`config.mk`:
```
export PLATFORM = sky130hd
export DESIGN_NAME = imm_ext_arbiter
export DESIGN_NICKNAME = d
export VERILOG_FILES = /design/src/rtl/imm_ext_pkg.sv /design/src/rtl/imm_ext_core.sv /design/src/rtl/imm_ext_arbiter.sv
export SDC_FILE = /design/constraint.sdc
export NUM_CORES = 1
export LEC_CHECK = 0
export BUFFER_PORTS_ARGS = -buffer_cell sky130_fd_sc_hd__buf_2
export CAP_MARGIN = 30
export CORE_MARGIN = 2
export CORE_UTILIZATION = 31
export CTS_CLUSTER_SIZE = 30
export DETAILED_ROUTE_END_ITERATION = 8
export HOLD_SLACK_MARGIN = 0.05
export PLACE_DENSITY_LB_ADDON = 0.05
export SLEW_MARGIN = 30
export SYNTH_ARGS = -nofsm -noshare
export SYNTH_HDL_FRONTEND = slang
export SYNTH_SLANG_ARGS = --single-unit
export TNS_END_PERCENT = 1
```
`constraint.sdc`:
```
create_clock -name Clk -period 2.75 [get_ports Clk]
set_input_delay 0.1375 -clock Clk [delete_from_list [all_inputs] [get_ports Clk]]
set_output_delay 0.1375 -clock Clk [all_outputs]
set_load 0.05 [all_outputs]
```
`src/rtl/imm_ext_pkg.sv`:
```
// Shared constants for the ID-stage immediate-extension arbiter.
// No logic; mode encodings and requester indices only.
// Not applicable (package).
package imm_ext_pkg;

    // Extension mode encodings
    localparam logic [1:0] MODE_SEXT = 2'b00;
    localparam logic [1:0] MODE_ZEXT = 2'b01;
    localparam logic [1:0] MODE_LUI  = 2'b10;
    localparam logic [1:0] MODE_BOFF = 2'b11;

    // Requester indices as reported on rsp_src
    localparam logic REQ_ALU = 1'b0;
    localparam logic REQ_BR  = 1'b1;

endpackage

```
`src/rtl/imm_ext_core.sv`:
```
// Extends a 16-bit immediate to 32 bits according to a 2-bit mode.
// Latency: purely combinational, zero cycles.
// Backpressure: none; output follows input.
module imm_ext_core
    import imm_ext_pkg::*;
(
    input  logic [15:0] imm,
    input  logic [1:0]  mode,
    output logic [31:0] out
);

    // Select the extension; branch offsets are word-aligned so shifted left by two
    always_comb begin
        out = 32'h0000_0000;
        case (mode)
            MODE_SEXT: out = {{16{imm[15]}}, imm};
            MODE_ZEXT: out = {16'h0000, imm};
            MODE_LUI:  out = {imm, 16'h0000};
            MODE_BOFF: out = {{14{imm[15]}}, imm, 2'b00};
            default:   out = 32'h0000_0000;
        endcase
    end

endmodule

```
`src/rtl/imm_ext_arbiter.sv`:
```
// Round-robin arbiter sharing one immediate extender between ALU and branch requesters.
// Latency: request accepted in cycle t is presented on rsp_* in cycle t+1.
// Backpressure: readys drop and all state freezes while rsp_valid=1 and rsp_ready=0.
module imm_ext_arbiter
    import imm_ext_pkg::*;
#(
    parameter int TAG_W = 4,
    parameter int CNT_W = 8
)
(
    input  logic             Clk,
    input  logic             Reset,
    input  logic             req0_valid,
    output logic             req0_ready,
    input  logic [15:0]      req0_imm,
    input  logic [1:0]       req0_mode,
    input  logic [TAG_W-1:0] req0_tag,
    input  logic             req1_valid,
    output logic             req1_ready,
    input  logic [15:0]      req1_imm,
    input  logic [1:0]       req1_mode,
    input  logic [TAG_W-1:0] req1_tag,
    output logic             rsp_valid,
    input  logic             rsp_ready,
    output logic [31:0]      rsp_data,
    output logic             rsp_src,
    output logic [TAG_W-1:0] rsp_tag,
    output logic [CNT_W-1:0] grant_cnt0,
    output logic [CNT_W-1:0] grant_cnt1
);

    localparam logic [CNT_W-1:0] CNT_MAX = {CNT_W{1'b1}};

    logic             can_accept;
    logic             gnt0;
    logic             gnt1;
    logic             ptr;
    logic [15:0]      sel_imm;
    logic [1:0]       sel_mode;
    logic [TAG_W-1:0] sel_tag;
    logic [31:0]      ext_dat;

    // Grant decision: a lone requester wins, contention goes to the pointer; no grant in reset
    always_comb begin
        can_accept = !rsp_valid || rsp_ready;
        gnt0       = 1'b0;
        gnt1       = 1'b0;
        if (!Reset && can_accept) begin
            if (req0_valid && req1_valid) begin
                gnt0 = (ptr == REQ_ALU);
                gnt1 = (ptr == REQ_BR);
            end else begin
                gnt0 = req0_valid;
                gnt1 = req1_valid;
            end
        end
    end

    assign req0_ready = gnt0;
    assign req1_ready = gnt1;

    // Steer the granted request into the single shared extender
    always_comb begin
        sel_imm  = req0_imm;
        sel_mode = req0_mode;
        sel_tag  = req0_tag;
        if (gnt1) begin
            sel_imm  = req1_imm;
            sel_mode = req1_mode;
            sel_tag  = req1_tag;
        end
    end

    imm_ext_core u_core (
        .imm  (sel_imm),
        .mode (sel_mode),
        .out  (ext_dat)
    );

    // Response register, round-robin pointer and saturating grant counters
    always_ff @(posedge Clk) begin
        if (Reset) begin
            rsp_valid  <= 1'b0;
            rsp_data   <= 32'h0000_0000;
            rsp_src    <= REQ_ALU;
            rsp_tag    <= '0;
            ptr        <= REQ_ALU;
            grant_cnt0 <= '0;
            grant_cnt1 <= '0;
        end else if (can_accept) begin
            rsp_valid <= gnt0 || gnt1;
            if (gnt0 || gnt1) begin
                rsp_data <= ext_dat;
                rsp_src  <= gnt1 ? REQ_BR : REQ_ALU;
                rsp_tag  <= sel_tag;
                // Pointer always moves to the other requester after any grant
                ptr      <= gnt1 ? REQ_ALU : REQ_BR;
            end
            if (gnt0 && grant_cnt0 != CNT_MAX) begin
                grant_cnt0 <= grant_cnt0 + CNT_W'(1);
            end
            if (gnt1 && grant_cnt1 != CNT_MAX) begin
                grant_cnt1 <= grant_cnt1 + CNT_W'(1);
            end
        end
    end

endmodule

```
=== Word level (Yosys, flattened, before mapping) ===
Index checks and enable logic that the tools add are counted.

* Register bits: 55
* Output and inout port bits: 56
* Word-level logic and storage cells: 37

* $add $sub $neg: 2
* Equality and inequality tests: 5
* Multiplexer cells: 10
* Bitwise logic cells: 1
* Reductions and logical operators: 12

{| class="wikitable"
|+ Operators by type and width
! cell !! number
|-
| case mux 32 bit (4 select lines) || 1
|-
| adder 8 x 1 -> 8 bit (second input constant) || 2
|-
| two-way mux 16 bit || 1
|-
| inequality test 8 bit (second input constant) || 2
|-
| two-way mux 1 bit || 6
|-
| AND reduction 2 bit || 3
|-
| == test 2 bit (second input constant) || 2
|-
| logical AND 1 bit || 4
|-
| two-way mux 4 bit || 1
|-
| == test 2 x 1 -> 1 bit (second input constant) || 1
|-
| zero test 1 bit || 2
|-
| zero test 2 bit || 1
|-
| logical OR 1 bit || 2
|-
| two-way mux 2 bit || 1
|-
| NOT 1 bit || 1
|}

=== Longest topological paths before layout ===
* Depth in word-level cells: 7
* Depth in mapped cells: 9

=== Cells and area by module ===
Synthesis repeated with hierarchy kept, for this count alone.

* Cells, all modules: 393
* Area total of the unflattened synthesis: 2,956.6 µm²

{| class="wikitable"
|+ By module, submodules not included
! module !! instances !! cells each !! area an instance (µm²) !! sequential area each (µm²)
|-
| imm_ext_arbiter || 1 || 333 || 2,444.8 || 1,101.1
|-
| imm_ext_core || 1 || 60 || 511.7 || 0.0
|}

=== Least setup slack after synthesis ===
OpenSTA, ideal clock, no wires.

* Path kind: reg-to-reg
* Start point: register rsp_valid
* End point: register grant_cnt0[2]
* Library setup time: 70 ps
* Arrival time: 2,346 ps
* Data required time: 2,680 ps
* Path slack: 334 ps
* Stages on the path, launching flop included: 6
* Clock period less this slack: 2,416 ps
* Cell sequence: dfxtp_1 > nor2b_2 > a2111oi_4 > o21ai_0 > or3_1 > a21oi_1

* Word-level cells in the longest chain between the ends: 6

{| class="wikitable"
|+ RTL lines
! element !! RTL line !! RTL
|-
| start: declaration || imm_ext_arbiter.sv:23 || <nowiki>output logic rsp_valid,</nowiki>
|-
| start signal: assignment || imm_ext_arbiter.sv:91 || <nowiki>rsp_valid <= gnt0 || gnt1;</nowiki>
|-
| zero test 1 bit || imm_ext_arbiter.sv:45 || <nowiki>can_accept = !rsp_valid || rsp_ready;</nowiki>
|-
| logical OR 1 bit || imm_ext_arbiter.sv:45 ||
|-
| logical AND 1 bit || imm_ext_arbiter.sv:48 || <nowiki>if (!Reset && can_accept) begin</nowiki>
|-
| two-way mux 1 bit || imm_ext_arbiter.sv:48 ||
|-
| net req0_ready || imm_ext_arbiter.sv:14 || <nowiki>output logic req0_ready,</nowiki>
|-
| logical AND 1 bit || imm_ext_arbiter.sv:99 || <nowiki>if (gnt0 && grant_cnt0 != CNT_MAX) begin</nowiki>
|-
| AND reduction 2 bit (no source line) || - ||
|-
| end signal: assignment || imm_ext_arbiter.sv:100 || <nowiki>grant_cnt0 <= grant_cnt0 + CNT_W'(1);</nowiki>
|-
| end: declaration || imm_ext_arbiter.sv:28 || <nowiki>output logic [CNT_W-1:0] grant_cnt0,</nowiki>
|}

The timed path passes the listed nets, and every way through them passes these cells.
A chain may end at the register's enable or synchronous reset.

=== Worst setup path in the final report ===
* Start point: register rsp_valid
* End point: register rsp_data[6]

* Word-level cells in the longest chain between the ends: 7
* Elaborated cells on any way between the ends: 14

{| class="wikitable"
|+ RTL lines
! element !! RTL line !! RTL
|-
| zero test 1 bit (*) || imm_ext_arbiter.sv:45 ||
|-
| logical OR 1 bit (*) || imm_ext_arbiter.sv:45 ||
|-
| logical AND 1 bit || imm_ext_arbiter.sv:48 ||
|-
| two-way mux 1 bit || imm_ext_arbiter.sv:48 ||
|-
| two-way mux 2 bit || imm_ext_arbiter.sv:67 || <nowiki>if (gnt1) begin</nowiki>
|-
| == test 2 bit, or another cell as far along || imm_ext_core.sv:15 || <nowiki>case (mode)</nowiki>
|-
| case mux 32 bit (4 select lines) || imm_ext_core.sv:15 ||
|-
| end signal: assignment || imm_ext_arbiter.sv:93 || <nowiki>rsp_data <= ext_dat;</nowiki>
|-
| end: declaration || imm_ext_arbiter.sv:25 || <nowiki>output logic [31:0] rsp_data,</nowiki>
|}

Every way passes the cells marked *; elsewhere a longest branch is shown, timed or not.

==> summary.txt <==
Status
  • Status: finished, final reports clean

Global route
  • Congestion Overflow GR: 0
  • Initial antenna violation count: 0
  • Vias in the first global route: 2,554
  • Largest net degree at the start of global routing: 41
  • First-pass GRT wire length: 13.3 mm
  • GRT Total Usage: 0.167

Place
  • Port Buffers: 104
  • Dpl cells: ~530
  • Routability cong.: approximately 0.81
  • DP Wirelength: ~6.1 mm
  • Placed cell area: about 0.0034 sq mm
  • Pre-CTS WS: roughly 0.42 ns

Clocking
  • H-tree depth: 2
  • CTS tree: done
  • CTS buffer count: 5
  • Resized Gates After CTS: 0
  • CTS Root Cell: clkbuf_8
  • Hold Buf Count CTS: 0
  • Maximum clock path buffer count: 2
  • Worst-Skew Late Latency: 0.31 ns
  • Clk slew on worst S/H paths: ~0.10 ns
  • Sink Count: 55
  • Setup Fix Bufs, Post-CTS: 0

Timing
  • Fin. max-slew vios: 0
  • Setup TNS: 0 ns
  • Max-slew headroom: 0.643
  • Setup Viol. Count Final: 0
  • Final worst setup slack: 0.416 ns
  • Layout Skew: 0.00851 ns
  • Fmax: 0.429 GHz
  • Fin crit period: 2.33 ns
  • Hold WS: 0.0867 ns
  • Final Hold Fails: 0
  • Slew @ Worst Pin: ~0.53 ns
  • Final period utilization: 0.849
  • RSZ-0062 raised after global routing: no

Route
  • Via count: 2,676
  • DRT antenna net count: 0
  • DRT iter0 DRCs: 121
  • Vias/cell: 5.00
  • DR pass1 iterations: 4
  • WL/cell: 15.8 um
  • Remaining DRCs: 0
  • DRT Wirelength: 8.44 mm

Cells and area
  • Final Instance Count excl. Fillers: around 540
  • Area Growth Syn to Fin: 23.0%
  • Most common cell after layout, fill and taps aside: buf_2
  • Final Net Count: 474
  • Fill cell count: 991
  • Commonest non-fill, non-tap cells in the layout: buf_2, dfxtp_1, nand2_1
  • Antenna cell count: 0
  • Share of layout cells above drive strength 1: 0.337
  • Cell area after layout: 0.00353 sq mm
  • Core Util, Final: 0.387

Critical path
  • Crit end category: flip-flop
  • Crit path buf inv count: 1
  • CP Launch Type: flip-flop
  • CP cell instances: nor2b_2, or4b_4, clkinv_4, mux2i_1, a2bb2oi_1, a21oi_1
  • Slowest library cell on the worst path: or4b_4
  • Reg2reg start: rsp_valid
  • Worst Reg-to-Reg Cells: 6
  • R2r setup slk: 0.42 ns
  • CP max FO: 40
  • Worst R2R End: rsp_data[6]
  • WP data arrival: around 2.5 ns
  • Worst path required time: around 2.9 ns
  • Crit Path Category: flip-flop to flip-flop
  • Cell count along the critical path: 6
  • Largest delay share family, worst path: simple AND/OR/NAND/NOR gates
  • Critical path's largest stage delay: 0.66 ns

Logic synthesis
  • Yosys synthesis warning count: 0
  • Dominant synthesized flop cell: dfxtp_1
  • Number of library cell types mapped by synthesis: 39
  • Net Count, Synth: 380
  • Async S/R FF share, synth: 0
  • Syn Area/Cell: 8.72 sq um
  • Post-synth EDFFs: 0
  • Post-Syn Instances: roughly 330
  • Post-synthesis sequential area ratio: 0.384
  • Mapped Area: between 0.002 and 0.003 sq mm
  • Synthesized flop and latch total: 55

Floorplan
  • Die X: 100 um
  • Initial Util: 0.315
  • Io pins: 105
  • Die area: about 0.01 sq mm
  • Core area: 0.00911 sq mm
  • Die height: 100 um
  • Placement Rows: 35

Power
  • P_leak: approximately 1.5 nW
  • Pwr Density: between 500 and 600 mW/mm^2
  • Final Total Pwr: 1.78 mW
  • Worst VDD drop: 0.224 mV

Min path
  • WHS Endpoint: rsp_tag[1]
  • Cell count of the worst hold path: 3
  • Worst min path class: primary input to flip-flop
  • HP Start: req1_tag[1]

Job
  • MaxCap Viol Count: 0
## where the power goes
part	total (mW)	internal [mW]	leakage [nW]	switching (mW)
sequential	0.860	0.837	0.449	0.0234
combinational	0.467	0.146	0.960	0.321
clock	0.449	0.180	0.0422	0.269
## metal layers
layer,vias up,track usage,wire [um]
met3,17,0.0299,435
met5,-,0,0
met4,0,0.0548,189
met1,1208,0.221,3860
li1,1367,-,-
met2,84,0.276,3950
## cell families (layout without fill, tap and decap cells)
group | count (synthesis) | after routing | share of synthesized area
AO/OA/AOI/OAI | 86 | 86 | 0.208
XOR/XNOR | 11 | 11 | 0.0336
adder cells (fa/ha/maj) | 2 | 2 | 0.00872
buffers and inverters | 28 | 123 | 0.0567
flip-flops | 55 | 55 | 0.384
multiplexers | 33 | 33 | 0.121
AND/OR/NAND/NOR | 114 | 114 | 0.188
## worst max path at each step
stage                          from             to  slack (ns)
final                     rsp_valid    rsp_data[6]        0.42
after global routing      rsp_valid   rsp_data[26]        0.25
after CTS                 rsp_valid   rsp_data[26]        0.39
after detailed placement  rsp_valid    rsp_data[6]        0.42
after global placement    rsp_valid    rsp_data[6]        0.44
after floorplan           rsp_valid  grant_cnt0[2]        0.33
## synth_stat cells, types with 4 or more instances
| cell | number | area (sq um) |
|---|---|---|
| a21oi_1 | 30 | 150 |
| a21oi_2 | 6 | 52.6 |
| a311oi_1 | 5 | 43.8 |
| clkbuf_1 | 19 | 71.3 |
| dfxtp_1 | 55 | 1100 |
| mux2_2 | 14 | 158 |
| mux2i_1 | 19 | 190 |
| nand2_1 | 44 | 165 |
| nand2b_1 | 6 | 37.5 |
| nand3_1 | 10 | 50.1 |
| nor2_1 | 27 | 101 |
| nor2b_1 | 4 | 25.0 |
| nor3b_1 | 4 | 30.0 |
| o211ai_1 | 18 | 135 |
| o21ai_0 | 10 | 50.1 |
| o22a_1 | 11 | 96.3 |
| xnor2_1 | 7 | 61.3 |
| xor2_1 | 4 | 35.0 |
## area by class of cell
| type | instances | area [sq um] | area share |
|---|---|---|---|
| clock buffers | 7 | 76.3 | 0.0216 |
| inverters | 3 | 16.3 | 0.00461 |
| clock inverters | 1 | 5.00 | 0.00142 |
| well taps | 111 | 139 | 0.0394 |
| flip-flops and latches | 55 | 1100 | 0.312 |
| multi-input cells | 246 | 1610 | 0.456 |
| repair buffers | 112 | 581 | 0.165 |
## tightest hold or removal path, cell delays in order
cell and delay (ns):
buf_2 0.10, nand2_1 0.04, a311oi_1 0.07
## registers in the layout (all words and copies together) (netlist names)
name and flops:
grant_cnt0 8, rsp_data 32, grant_cnt1 8, rsp_valid 1, rsp_src 1, ptr 1
rsp_tag 4
Note: power is estimated with default switching activity, not from simulation.
